--- src/rtl/mux8x1_rr_sched_if.sv ---
// Request/grant bundle between the requesters, the round-robin scheduler and the dout consumer.
// Handshake: a beat transfers on each rising edge where gnt_valid=1 and ack=1; ack is ignored while gnt_valid=0.
interface mux8x1_rr_sched_if #(
    parameter int NUM_REQ = 8,
    parameter int SEL_W   = 3,
    parameter int HOLD_W  = 4
);
    logic [NUM_REQ-1:0] req;
    logic [HOLD_W-1:0]  hold_len;
    logic               ack;
    logic [SEL_W-1:0]   sel;
    logic [NUM_REQ-1:0] grant;
    logic               gnt_valid;
    logic               last;
    logic               dbg_state;

    // Requesters and consumer side.
    modport master (
        output req, hold_len, ack,
        input  sel, grant, gnt_valid, last, dbg_state
    );

    // Scheduler side.
    modport slave (
        input  req, hold_len, ack,
        output sel, grant, gnt_valid, last, dbg_state
    );
endinterface

--- src/rtl/mux8x1_rr_sched.sv ---
// Round-robin scheduler driving the select of an 8:1 bit mux; each grant lasts hold_len+1 acked beats
// or until the owner drops its request, after which priority rotates past the owner.
module mux8x1_rr_sched #(
    parameter int NUM_REQ = 8,
    parameter int SEL_W   = 3,
    parameter int HOLD_W  = 4
) (
    input  logic                clk,
    input  logic                rst_n,
    mux8x1_rr_sched_if.slave    bus
);

    typedef enum logic {
        IDLE  = 1'b0,
        GRANT = 1'b1
    } state_t;

    state_t             state_q, state_d;
    logic [SEL_W-1:0]   ptr_q, ptr_d;
    logic [HOLD_W-1:0]  cnt_q, cnt_d;
    logic [SEL_W-1:0]   sel_q, sel_d;
    logic [NUM_REQ-1:0] grant_q, grant_d;
    logic               gv_q, gv_d;

    logic               rel;
    logic [NUM_REQ-1:0] others;
    logic [SEL_W-1:0]   win;

    // First set bit of r scanning base, base+1, ... with wrap; the descending loop lets the
    // smallest offset from base overwrite any later candidate.
    function automatic logic [SEL_W-1:0] pick(input logic [NUM_REQ-1:0] r,
                                              input logic [SEL_W-1:0]   base);
        logic [SEL_W-1:0] idx;
        logic [SEL_W-1:0] res;
        res = '0;
        for (int i = NUM_REQ - 1; i >= 0; i--) begin
            idx = base + i[SEL_W-1:0];
            if (r[idx]) res = idx;
        end
        return res;
    endfunction

    function automatic logic [NUM_REQ-1:0] onehot(input logic [SEL_W-1:0] idx);
        logic [NUM_REQ-1:0] v;
        v      = '0;
        v[idx] = 1'b1;
        return v;
    endfunction

    always_ff @(posedge clk or negedge rst_n) begin
        if (!rst_n) begin
            state_q <= IDLE;
            ptr_q   <= '0;
            cnt_q   <= '0;
            sel_q   <= '0;
            grant_q <= '0;
            gv_q    <= 1'b0;
        end else begin
            state_q <= state_d;
            ptr_q   <= ptr_d;
            cnt_q   <= cnt_d;
            sel_q   <= sel_d;
            grant_q <= grant_d;
            gv_q    <= gv_d;
        end
    end

    always_comb begin
        state_d = state_q;
        ptr_d   = ptr_q;
        cnt_d   = cnt_q;
        sel_d   = sel_q;
        grant_d = grant_q;
        gv_d    = gv_q;
        rel     = 1'b0;
        win     = '0;
        others  = bus.req & ~grant_q;

        case (state_q)
            IDLE: begin
                if (|bus.req) begin
                    win     = pick(bus.req, ptr_q);
                    sel_d   = win;
                    grant_d = onehot(win);
                    gv_d    = 1'b1;
                    cnt_d   = bus.hold_len;
                    state_d = GRANT;
                end
            end
            GRANT: begin
                // Release wins over counting; an owner dropping req ends the burst without ack.
                rel = (bus.ack && (cnt_q == '0)) || !bus.req[sel_q];
                if (rel) begin
                    ptr_d = sel_q + SEL_W'(1);
                    if (|others) begin
                        // Scanning from sel+1 over the full req reaches the old owner last,
                        // so with another requester present the winner is never the old owner.
                        win     = pick(bus.req, sel_q + SEL_W'(1));
                        sel_d   = win;
                        grant_d = onehot(win);
                        cnt_d   = bus.hold_len;
                    end else begin
                        grant_d = '0;
                        gv_d    = 1'b0;
                        state_d = IDLE;
                    end
                end else if (bus.ack) begin
                    cnt_d = cnt_q - HOLD_W'(1);
                end
            end
            default: state_d = IDLE;
        endcase
    end

    assign bus.sel       = sel_q;
    assign bus.grant     = grant_q;
    assign bus.gnt_valid = gv_q;
    assign bus.last      = gv_q && (cnt_q == '0);
    assign bus.dbg_state = state_q;

endmodule

--- src/flat_wrapper.sv ---
// flat-port wrapper written by rule: the top's interface ports become plain ports
module mux8x1_rr_sched_flat 
#(
    parameter int NUM_REQ = 8,
    parameter int SEL_W   = 3,
    parameter int HOLD_W  = 4
)
  (clk, rst_n, bus_req, bus_hold_len, bus_ack, bus_sel, bus_grant, bus_gnt_valid, bus_last, bus_dbg_state);
  mux8x1_rr_sched_if #(.NUM_REQ(NUM_REQ), .SEL_W(SEL_W), .HOLD_W(HOLD_W)) bus_i ();
  input  logic clk;
  input  logic rst_n;
  input wire logic [$bits(bus_i.req)-1:0] bus_req;
  input wire logic [$bits(bus_i.hold_len)-1:0] bus_hold_len;
  input wire logic [$bits(bus_i.ack)-1:0] bus_ack;
  output wire logic [$bits(bus_i.sel)-1:0] bus_sel;
  output wire logic [$bits(bus_i.grant)-1:0] bus_grant;
  output wire logic [$bits(bus_i.gnt_valid)-1:0] bus_gnt_valid;
  output wire logic [$bits(bus_i.last)-1:0] bus_last;
  output wire logic [$bits(bus_i.dbg_state)-1:0] bus_dbg_state;
  assign bus_i.req = bus_req;
  assign bus_i.hold_len = bus_hold_len;
  assign bus_i.ack = bus_ack;
  assign bus_sel = bus_i.sel;
  assign bus_grant = bus_i.grant;
  assign bus_gnt_valid = bus_i.gnt_valid;
  assign bus_last = bus_i.last;
  assign bus_dbg_state = bus_i.dbg_state;
  mux8x1_rr_sched #(.NUM_REQ(NUM_REQ), .SEL_W(SEL_W), .HOLD_W(HOLD_W)) u_core (.clk(clk), .rst_n(rst_n), .bus(bus_i));
endmodule
--- config.mk ---
export PLATFORM = sky130hd
export DESIGN_NAME = mux8x1_rr_sched_flat
export DESIGN_NICKNAME = d
export VERILOG_FILES = /design/src/rtl/mux8x1_rr_sched_if.sv /design/src/rtl/mux8x1_rr_sched.sv /design/src/flat_wrapper.sv
export SDC_FILE = /design/constraint.sdc
export NUM_CORES = 1
export LEC_CHECK = 0
export ABC_AREA = 1
export BUFFER_PORTS_ARGS = -buffer_cell sky130_fd_sc_hd__buf_2
export CAP_MARGIN = 40
export CORE_UTILIZATION = 41
export CTS_BUF_LIST = sky130_fd_sc_hd__clkbuf_8
export DETAILED_ROUTE_END_ITERATION = 8
export GPL_ROUTABILITY_DRIVEN = 0
export PLACE_DENSITY = 0.65
export SLEW_MARGIN = 20
export SYNTH_ARGS = -nofsm -noshare
export SYNTH_HDL_FRONTEND = slang
export SYNTH_SLANG_ARGS = --single-unit
export TNS_END_PERCENT = 20
--- constraint.sdc ---
create_clock -name clk -period 4.25 [get_ports clk]
set_clock_uncertainty 0.05 [all_clocks]
set_input_delay 0.85 -clock clk [delete_from_list [all_inputs] [get_ports clk]]
set_output_delay 0.85 -clock clk [all_outputs]
set_load 0.005 [all_outputs]
==> reports/results.ini, run 1 <==
[outcome]
status = complete, no violations

[cells_and_area]
fillCellCount = 651
insertedDiodeCount = 0
fin_util = 0.4618
area_delta_synth_final_pct = 9.141
drive_above_1_share = 0.1209
final_nets = 511

[cts]
clk_latency_ps = 260
cts_sinks = 20
post_cts_buffers = 0
root_buffer = clkbuf_8
cts_buffer_depth = 2
cts_resized = 0
hold_buffers = 0
cts_tree = done
clk_pin_slew_ps = 70
h-tree-depth = 1
cts_buffers = 3

[logic_synthesis]
synth.distinct_cells = 30
yosysMostFrequentCell = nand2_1
synth_nets = 485
synth.avg_cell_area_um2 = 5.398
synth.area.top_cells = nand2_1 (33%), dfrtp_1 (20%), nand3_1 (12%)
yosys_register_bits = 20
synth_top_area_frac = 0.3312
synthTopCellsByCount = nand2_1 (221), nand3_1 (58), inv_1 (45), a21oi_1 (20), dfrtp_1 (20)
synth_top_area_cell = nand2_1
synth_area_um2 = 2505
async_flop_share = 1.000
synth_edf_count = 0
synth_warnings = 0
synthCells = 464
ys_seq_area_frac = 0.1998
synth-main-ff-cell = dfrtp_1

[sta]
fin_crit_sh = 0.8281
fmax_mhz = 284.1
fin_tns_setup_ps = 0
hold_viol = 0
rsz0062_at_grt = no
slew_headroom = 0.6535
worstMarginPinSlew_ps = 519.7
drv_slew = 0
setup_slack_ps = 730.6
whs_ps = 471.8
fin_crit_ps = 3519
setup_violations = 0

[worst_setup_path]
ff2ff_setup_slack_ps = 730
regToRegEndpoint = u_core.bus.grant[6]
critPathCapture = u_core.bus.grant[6]
r2r_start = u_core.bus.sel[0]
cp_max_fo = 19
cp_data_arrival_time_ps = 3670
endpoint_kind = flop
worstSetupPathType = reg2reg
critPathRequiredTime_ps = 4410
startpoint = u_core.bus.sel[0]
cp-start-kind = flop
reg2regPathDepth = 20

[routing]
drc = 0
first_iter_violations = 245
vias = 2965
first_pass_iters = 5
ant_nets = 0
wl_per_cell_um = 12.69
viasPerCell = 5.266
wl_um = 7146

[min_path]
hold_path_class = reg2reg

[floorplanning]
die_h_um = 80.17
rows = 28
start_util = 0.4231
design.die.area_um2 = 6426
num_io_pins = 29
die_x_um = 80.17
core_area_um2 = 5921

[global_routing]
grt_start_max_net_pins = 21
track_usage = 0.2413
grt_pass1_wl_um = 12280
gr-total-overflow = 0
antenna_found_initial = 0
grt_pass1_vias = 2730

[job]
drv_cap = 0

[placed_design]
pre_cts_slack_ps = 810.8
dpl.hpwl_um = 5687
numPortBuffers = 28

-- final cells by class --
cell class	instances	area, um2	area share
Tap cell	75	93.84	0.03432
Timing Repair Buffer	28	140.1	0.05126
Sequential cell	20	500.5	0.1831
Clock buffer	3	41.29	0.01510
Multi-Input combinational cell	382	1752	0.6407
Inverter	55	206.4	0.07551
-- worst min path at each step --
stage	cells past startpoint	to	slack [ps]	start
6_report	2	u_core.bus.gnt_valid	470	u_core.bus.gnt_valid
4_1_cts	2	u_core.bus.grant[4]	480	u_core.bus.grant[4]
5_1_grt	1	u_core.cnt_q[2]	500	rst_n
2_1_floorplan	2	u_core.bus.grant[0]	440	u_core.bus.grant[0]
3_3_place_gp	2	u_core.bus.grant[6]	450	u_core.bus.grant[6]
3_5_place_dp	2	u_core.bus.grant[4]	460	u_core.bus.grant[4]
-- layout by cell type (no fill, tap or decap), types with 5 or more instances in the layout --
master	n
a21oi_1	20
buf_2	28
dfrtp_1	20
ha_1	6
inv_1	45
inv_2	8
nand2_1	221
nand2_2	9
nand3_1	58
nor2_1	16
o21ai_0	18
o21ai_1	5
-- registers in the layout, indices dropped and copies added (netlist names) --
signal and flops:
u_core.ptr_q 3, u_core.bus.dbg_state 1, u_core.bus.sel 3, u_core.cnt_q 4, u_core.bus.gnt_valid 1, u_core.bus.grant 8
-- worst max-delay path: stages (launching register included) --
cell and delay [ps]:
dfrtp_1 670, inv_2 270, ha_1 620, inv_1 310
nand2_1 160, nand2_2 110, nand2_1 80, nand2_1 60
nand2_1 100, nand2_2 110, a21oi_1 140, nand2_1 70
nand2_1 50, nand2_1 50, nand2_1 70, nand2_2 70
a21oi_1 220, nand2_1 90, nand2_1 60, nand2_1 40
nand2_1 60
-- layer usage --
metal	track usage	wire length, um	vias up
li1	-	-	1516
met1	0.3266	3364	1320
met2	0.4026	3221	112
met3	0.01932	415	17
met4	0.08036	144	0
met5	0	0	-
-- cell families after synthesis --
group | Yosys count | share of synthesized area
AOI/OAI and AO/OA | 52 | 0.1149
adders and majority gates | 6 | 0.02997
and+or+nand+nor | 319 | 0.5370
xor gates and xnor gates | 5 | 0.01748
buffers and inverters | 62 | 0.1009
DFF | 20 | 0.1998
-- per-stage QoR --
stage	area, um2	cells
floorplan	2505	464
global placement	2693	560
detailed placement	2693	560
CTS	2734	563
global route	2734	563
finish	2734	563
Power of run 1 is not shown: default switching activity piles up to over one toggle a cycle in this logic, so the estimate is an artifact.
==> run 2: changes to the inputs <==
Settings changed: PLACE_DENSITY 0.65 to 0.68.
Clock period 4.25 ns to 3.2 ns, I/O delays scaled along.
==> run 2 against run 1 <==
The flow now finishes with violations (design-rule violations). Sequential cell count stayed put. Critical path depth is 1 lower. Design area is 2.9% higher. Non-clock buffer count is 6 higher. Hold slack worse by 200 ps. Via count is 2.3% higher. First-iteration DRC count is 6.5% higher. Sequential share of layout area is 0.51 points lower. Die area stayed put. Critical path type unchanged. Critical endpoint is now u_core.bus.grant[1].
==> reports/results.ini, run 2 (same netlist as run 1, synthesis figures left out) <==
[outcome]
status = complete, but fails checks
violations = design-rule violations

[worst_setup_path]
cp_max_fo = 10
endpoint_kind = flop
cp_data_arrival_time_ps = 3060
ff2ff_setup_slack_ps = 280
cp-start-kind = flop
critPathRequiredTime_ps = 3350
regToRegEndpoint = u_core.bus.grant[1]
reg2regPathDepth = 19
r2r_start = u_core.ptr_q[1]
startpoint = u_core.ptr_q[1]
worstSetupPathType = reg2reg
critPathCapture = u_core.bus.grant[1]

[global_routing]
gr-total-overflow = 0
grt_start_max_net_pins = 21
antenna_found_initial = 0
grt_pass1_vias = 2688
track_usage = 0.2310
grt_pass1_wl_um = 11900

[cells_and_area]
area_delta_synth_final_pct = 12.29
final_cell_mix = nand2_1 (221), nand3_1 (58), inv_1 (45)
layout_commonest_cell = nand2_1
final_nets = 517
insertedDiodeCount = 0
drive_above_1_share = 0.1354
largest_reg_flops = 8

[floorplanning]
num_io_pins = 29
rows = 28
start_util = 0.4231
die_h_um = 80.17
design.die.area_um2 = 6426
core_area_um2 = 5921
die_x_um = 80.17

[sta]
rsz0062_at_grt = no
worstMarginPinSlew_ps = 470.2
setup_violations = 0
fin_crit_sh = 0.9111
fin_tns_setup_ps = 0
hold_viol = 0
fmax_mhz = 343.0
drv_slew = 0
slew_headroom = 0.6865
fin_crit_ps = 2916

[job]
drv_cap = 0

[cts]
cts_buffers = 3
cts_buffer_depth = 2
cts_sinks = 20
clk_pin_slew_ps = 80
post_cts_buffers = 0
clk_latency_ps = 260
cts_tree = done
h-tree-depth = 1
root_buffer = clkbuf_8

[routing]
drc = 1
ant_nets = 0
vias = 3034
first_iter_violations = 261
first_pass_iters = 7
wl_per_cell_um = 12.39
viasPerCell = 5.323
wl_um = 7065

[placed_design]
dpl.hpwl_um = 5572
numPortBuffers = 28

[min_path]
hold_path_class = in2async

run 2: worst min-delay path by stage:
| stage | cells past startpoint | to |
|---|---|---|
| after global placement | 2 | u_core.bus.grant[4] |
| final | 1 | u_core.cnt_q[1] |
| after CTS | 1 | u_core.cnt_q[1] |
| after floorplan | 0 | u_core.bus.dbg_state |
| after detailed placement | 2 | u_core.bus.grant[1] |
| after global routing | 1 | u_core.cnt_q[0] |
run 2: timing repair:
item / CTS / global route
endpoints found under the setup margin: 0 / 5
resized for setup: 0 / 1
hold buffers: 0 / 0
run 2: cell type report:
type,instances,area (um2)
multi-input cells,382,1755
clock inverters,1,30.03
inverters,55,206.4
flip-flops and latches,20,500.5
fillers,634,3108
well taps,75,93.84
clock buffers,3,41.29
repair buffers,34,185.2
run 2: critical path, cell delays in order (launching register included):
cell and delay (ps):
dfrtp_1 560, inv_2 150, ha_1 380, inv_1 210, nand3_1 140, nand3_1 140, nand2_1 110, a21oi_1 130
nand2_1 60, nand2_1 50, nand2_1 40, nand2_1 50, nand2_1 40, nand2_1 100, nand2_1 130, nor2_1 200
nand2_1 80, nand2_1 70, nand2_1 60, nand2_1 80
run 2: metrics by stage:
step | cell area (um2) | cells | utilization | hold WS, ps | setup WS (ps)
after floorplan | 2505 | 464 | - | 294.4 | 690.4
after global placement | 2738 | 566 | 0.4624 | 452.7 | 517.5
after detailed placement | 2738 | 566 | 0.4624 | 461.3 | 389.7
after CTS | 2809 | 570 | 0.4744 | 284.8 | 280.6
after global routing | 2813 | 570 | 0.4751 | 312.5 | 74.21
final | 2813 | 570 | 0.4751 | 268.3 | 284.4
run 2: routing by layer:
layer	vias up	global-route usage	part of all wire
li1	1533	-	-
met3	10	0.01364	0.068
met5	-	0	0
met2	131	0.3974	0.46
met1	1360	0.3122	0.46
met4	0	0.06071	0.012
Power of run 2 is left out for the same reason.
